**src/rtl/tree_sum_accumulator.sv**
```systemverilog
// Windowed accumulator behind the tree adder: sums up to WINDOW samples and tracks
// their maximum, then holds total/max/count on a valid/ready port until it is taken.
module tree_sum_accumulator #(
  parameter int SUM_W  = 10,
  parameter int WINDOW = 4,
  parameter int ACC_W  = 12,
  parameter int CNT_W  = 3
) (
  input  logic             clk,
  input  logic             rst,
  input  logic             in_valid,
  output logic             in_ready,
  input  logic [SUM_W-1:0] in_sum,
  input  logic             flush,
  output logic             out_valid,
  input  logic             out_ready,
  output logic [ACC_W-1:0] out_total,
  output logic [SUM_W-1:0] out_max,
  output logic [CNT_W-1:0] out_count
);

  typedef enum logic {ACCUM, HOLD} state_t;

  state_t           state, state_nx;
  logic [ACC_W-1:0] acc, acc_nx;
  logic [CNT_W-1:0] cnt, cnt_nx;
  logic [SUM_W-1:0] max_r, max_nx;
  logic             accept, close;

  // Ready is pure state decode so out_ready never reaches the upstream handshake.
  assign in_ready = (state == ACCUM);

  always_comb begin
    accept = in_valid && in_ready;
    acc_nx = acc;
    cnt_nx = cnt;
    max_nx = max_r;
    if (accept) begin
      acc_nx = acc + ACC_W'(in_sum);
      cnt_nx = cnt + CNT_W'(1);
      if (in_sum > max_r) max_nx = in_sum;
    end
    // A flush only closes a window that would be non-empty after this cycle.
    close = in_ready && ((accept && cnt == CNT_W'(WINDOW - 1)) ||
                         (flush && (cnt != '0 || accept)));
    state_nx = state;
    case (state)
      ACCUM:   if (close)     state_nx = HOLD;
      HOLD:    if (out_ready) state_nx = ACCUM;
      default:                state_nx = ACCUM;
    endcase
  end

  always_ff @(posedge clk or posedge rst) begin
    if (rst) state <= ACCUM;
    else     state <= state_nx;
  end

  always_ff @(posedge clk or posedge rst) begin
    if (rst) begin
      acc       <= '0;
      cnt       <= '0;
      max_r     <= '0;
      out_valid <= 1'b0;
      out_total <= '0;
      out_max   <= '0;
      out_count <= '0;
    end else begin
      if (close) begin
        // Post-update values, so a sample accepted alongside flush is included.
        out_total <= acc_nx;
        out_max   <= max_nx;
        out_count <= cnt_nx;
        out_valid <= 1'b1;
        acc       <= '0;
        cnt       <= '0;
        max_r     <= '0;
      end else begin
        acc   <= acc_nx;
        cnt   <= cnt_nx;
        max_r <= max_nx;
        if (state == HOLD && out_ready) out_valid <= 1'b0;
      end
    end
  end

endmodule

```
**config.mk**
```make
export PLATFORM = sky130hd
export DESIGN_NAME = tree_sum_accumulator
export DESIGN_NICKNAME = d
export VERILOG_FILES = /design/src/rtl/tree_sum_accumulator.sv
export SDC_FILE = /design/constraint.sdc
export NUM_CORES = 1
export LEC_CHECK = 0
export CAP_MARGIN = 20
export CORE_AREA = 3 3 90 92
export DETAILED_ROUTE_END_ITERATION = 16
export DIE_AREA = 0 0 93 95
export HOLD_SLACK_MARGIN = 0.06
export MAX_ROUTING_LAYER = met4
export PLACE_DENSITY = 0.7
export SLEW_MARGIN = 40
export SYNTH_ARGS = -nofsm -noshare
export SYNTH_HDL_FRONTEND = slang
export SYNTH_SLANG_ARGS = --single-unit
```
**constraint.sdc**
```tcl
create_clock -name clk -period 2.2 [get_ports clk]
set_input_delay 0.33 -clock clk [delete_from_list [all_inputs] [get_ports clk]]
set_output_delay 0.33 -clock clk [all_outputs]
set_load 0.03 [all_outputs]
```
==> run summary <==
The flow ran to the end, and the final reports show no timing, DRC or antenna violations. TritonCTS built the clock tree. The design draws 5.39 mW. The number of primary I/O pins came out at 42. Clock skew on the completed layout was measured at 10.4 ps. The H-tree was split into 2 levels.

Yosys mapped the design onto 47 distinct sky130hd cell types. After detailed placement, the design holds a cell count of 489. The later pin in the worst-skew pair is clocked with a latency of 310 ps. Entering global routing, the biggest net connects 53 pins.

Across every metal layer, demand over resource in global routing totals 18.1%. The quantity of I/O buffers inserted on ports was 41; the largest vdd supply drop was 0.501 mV. Along the worst path, the maximum fanout reaches 3.

The chip width is 93 um. At the worst endpoint, the arrival time is 2340 ps. The synthesized design contains 0 enable-type register cells. The congestion estimate from routability-driven global placement came to 0.843. The clock passes through at most 2 buffers.

Once detailed placement completed, the half-perimeter wirelength came to 5.56 mm. The synthesized netlist occupies a cell area of 0.00303 mm2. The tool flagged a number of max-cap violations equal to 0. The total nets after synthesis came out at 365. At the worst endpoint, the required time is 2400 ps. The layout cell share with drive strength beyond 1 works out to 15.8%. The setup slack after layout was 65.1 ps; the mean post-synth cell area was 9.28 um2. The logs give 468 MHz for the fmax and 0 for the hold violation total from the final report. Routed signal wires occupy layers up through met4. The effective utilization at floorplan was 41.5%; the post-detailed-route count of antenna-violating nets was 0. The number of DRC markers after the initial detailed-route iteration is 152. Timing analysis after detailed placement gives a worst setup slack of -351 ps. The synthesized design contains 52 register bits.

For the pin with the worst max-slew slack, the measured transition is 356 ps. Clock tree synthesis selected as its root buffer the cell clkbuf_8. Dividing the detail-routed wire length by the instance count gives 14.9 um. Detailed routing inserted a total of 2,620 vias. The area of the die came out at 0.00884 mm2. The run gives 326 as the post-synthesis cell count. The number of detailed-route iterations in the first pass was 5; the met1 wire length was 3.49 mm. Setup violations remaining at the end of the flow were counted as 0. In this run the core area contains 31 standard-cell rows.

The critical setup path kind was input port to flip-flop. The worst pin sits at a relative slew slack of 76.1%. Async set-or-reset flop fraction in the synthesized netlist: 100%.

The worst setup path is launched from an input port. The wire length of the first global-routing pass came out at 12.5 mm. The number of pins exceeding their max-slew limit in the final report came out at 0. In this run the worst hold path is classified as input port to async pin.

Power spread over the standard cell area amounts to 1350 mW/mm2. The logs give 436 for the net count reported at finish and 2,666 for the number of global-route vias before repair. Initial antenna violation count: 0.

For the met3 wire length, the log shows 283 um. The tools report the warning count from the yosys run as 0. The tools report the static power due to leakage as 1.83 nW. After detailed routing, the total wire length is 7.41 mm. After synthesis, flip-flops and latches occupy 43.0% of the total area. Relative to the synthesized area, the layout overhead comes to 32.0%. For this run, the number of standard cells in the final layout without fillers is 497.

For the count of hold buffers inserted by post-cts repair, the log shows 0. In the finished design, the share of the clock period the worst path needs comes to 97.0%. For this run, the leading register cell type out of synthesis is dfrtp_1.

Wire segments on met2 add up to 3.56 mm in the final route. STA classifies the critical path endpoint as a flip-flop. Antenna diode count: 0. In this run, CTS created clock tree buffers numbering 5. For this run the aggregate overflow at the end of global routing stands at 0. For this run, design rule violations remaining after detail routing come to 0. The TritonCTS sink count was 52. The clock period could shrink to 2130 ps. The floorplan step defined a core boundary enclosing 0.00729 mm2. The clock transition at the registers of the reported paths works out to 100 ps. Ratio of routed vias to standard cells: 5.27. Setup repair after global routing left no endpoint under its margin. Measured along the y axis, the die boundary spans 95 um.

Buffers added to address setup during post-CTS repair amount to 0.
logic make-up (layout without fill, tap and decap cells):
| logic type | Yosys count | after routing | synth area share (%) |
|---|---|---|---|
| compound gates | 99 | 99 | 22.2 |
| simple gates | 93 | 93 | 13.8 |
| mux | 4 | 4 | 1.32 |
| xor+xnor | 8 | 8 | 2.31 |
| buf+inv | 46 | 118 | 7.11 |
| fa+ha+maj | 24 | 24 | 10.2 |
| flops | 52 | 52 | 43.0 |
worst max-delay path, cell delays in order:
cell	delay (ps)
clkdlybuf4s50_1	470
buf_4	180
ha_1	260
a2111oi_4	320
o21ai_2	130
a21o_1	200
or3_1	310
o2111a_1	130
registers in the layout, summed over array words and instances, names as in the netlist:
name	flops
acc	12
cnt	3
max_r	10
out_count	3
out_max	10
out_total	12
out_valid	1
state	1
stage by stage:
stage               utilization (%)  hold WS (ps)  setup TNS (ps)  area, um2
floorplan                         -           419               0       3030
global placement               52.1           466           -7580       3800
detailed placement             52.1           473           -8330       3800
CTS                            54.0           385               0       3940
global route                   54.8           393               0       4000
finish                         54.8           369               0       4000
layout by cell type, fill, tap and decap left out, types with 3 or more instances in the layout:
master,instances
a211oi_1,5
a21o_1,3
a21oi_1,24
a21oi_2,3
and3_1,3
buf_12,4
buf_4,34
clkbuf_8,7
clkdlybuf4s50_1,36
dfrtp_1,52
dlymetal6s2s_1,5
ha_1,19
ha_2,3
inv_1,29
mux2i_1,4
nand2_1,32
nand3_1,15
nor2_1,24
nor3_1,6
o211ai_1,3
o21ai_0,14
o21ai_1,17
o221ai_1,10
or3_1,3
xnor2_1,4
xor2_1,4
routing by layer:
metal	vias up	GRT usage [%]
met1	1242	23.4
li1	1292	-
met4	0	4.64
met2	78	30.0
met5	-	-
met3	8	2.79
layout make-up:
type / instances / area, um2
fill: 695 / 3300
multi-input combinational: 228 / 1560
sequential: 52 / 1300
timing repair buffer: 80 / 769
tap: 99 / 124
inverter: 30 / 113
clock buffer: 7 / 96.3
clock inverter: 1 / 30.0
Yosys cell counts, types with 3 or more instances:
master    count  share of area [%]
a211oi_1      5                1.2
a21o_1        3               0.74
a21oi_1      27                4.5
and3_1        3               0.62
buf_1         3               0.37
buf_2         4               0.66
clkbuf_1      4               0.50
dfrtp_1      52                 43
ha_1         23                9.5
inv_1        30                3.7
mux2i_1       4                1.3
nand2_1      32                4.0
nand3_1      15                2.5
nor2_1       24                3.0
nor3_1        6               0.99
o211ai_1      3               0.74
o21ai_0      15                2.5
o21ai_1      16                2.6
o221ai_1     10                2.9
or3_1         3               0.62
xnor2_1       4                1.2
xor2_1        4                1.2
final timing paths:
check	start	endpoint	slack [ps]	cells after the start
min in group clk	in_sum[0]	max_r[0]$_DFF_PP0_	370	3
max	in_sum[3]	acc[9]$_DFF_PP0_	70	8
max in group asynchronous	rst	max_r[9]$_DFF_PP0_	1590	3
min reg2reg	out_max[2]$_DFFE_PP0P_	out_max[2]$_DFFE_PP0P_	500	2
max reg2reg	acc[6]$_DFF_PP0_	acc[9]$_DFF_PP0_	200	6
min	rst	out_max[1]$_DFFE_PP0P_	370	3
where the power goes:
group          total [mW]  switching [mW]  internal [mW]
clock               0.726           0.324          0.402
sequential           1.56           0.233           1.33
combinational        3.10            1.74           1.36
total                5.39            2.30           3.09
what timing repair did:
action,CTS,global route
setup endpoints to repair,4,19
gates resized for setup,3,15
pin swaps,0,5
(Power assumes the default switching activity.)
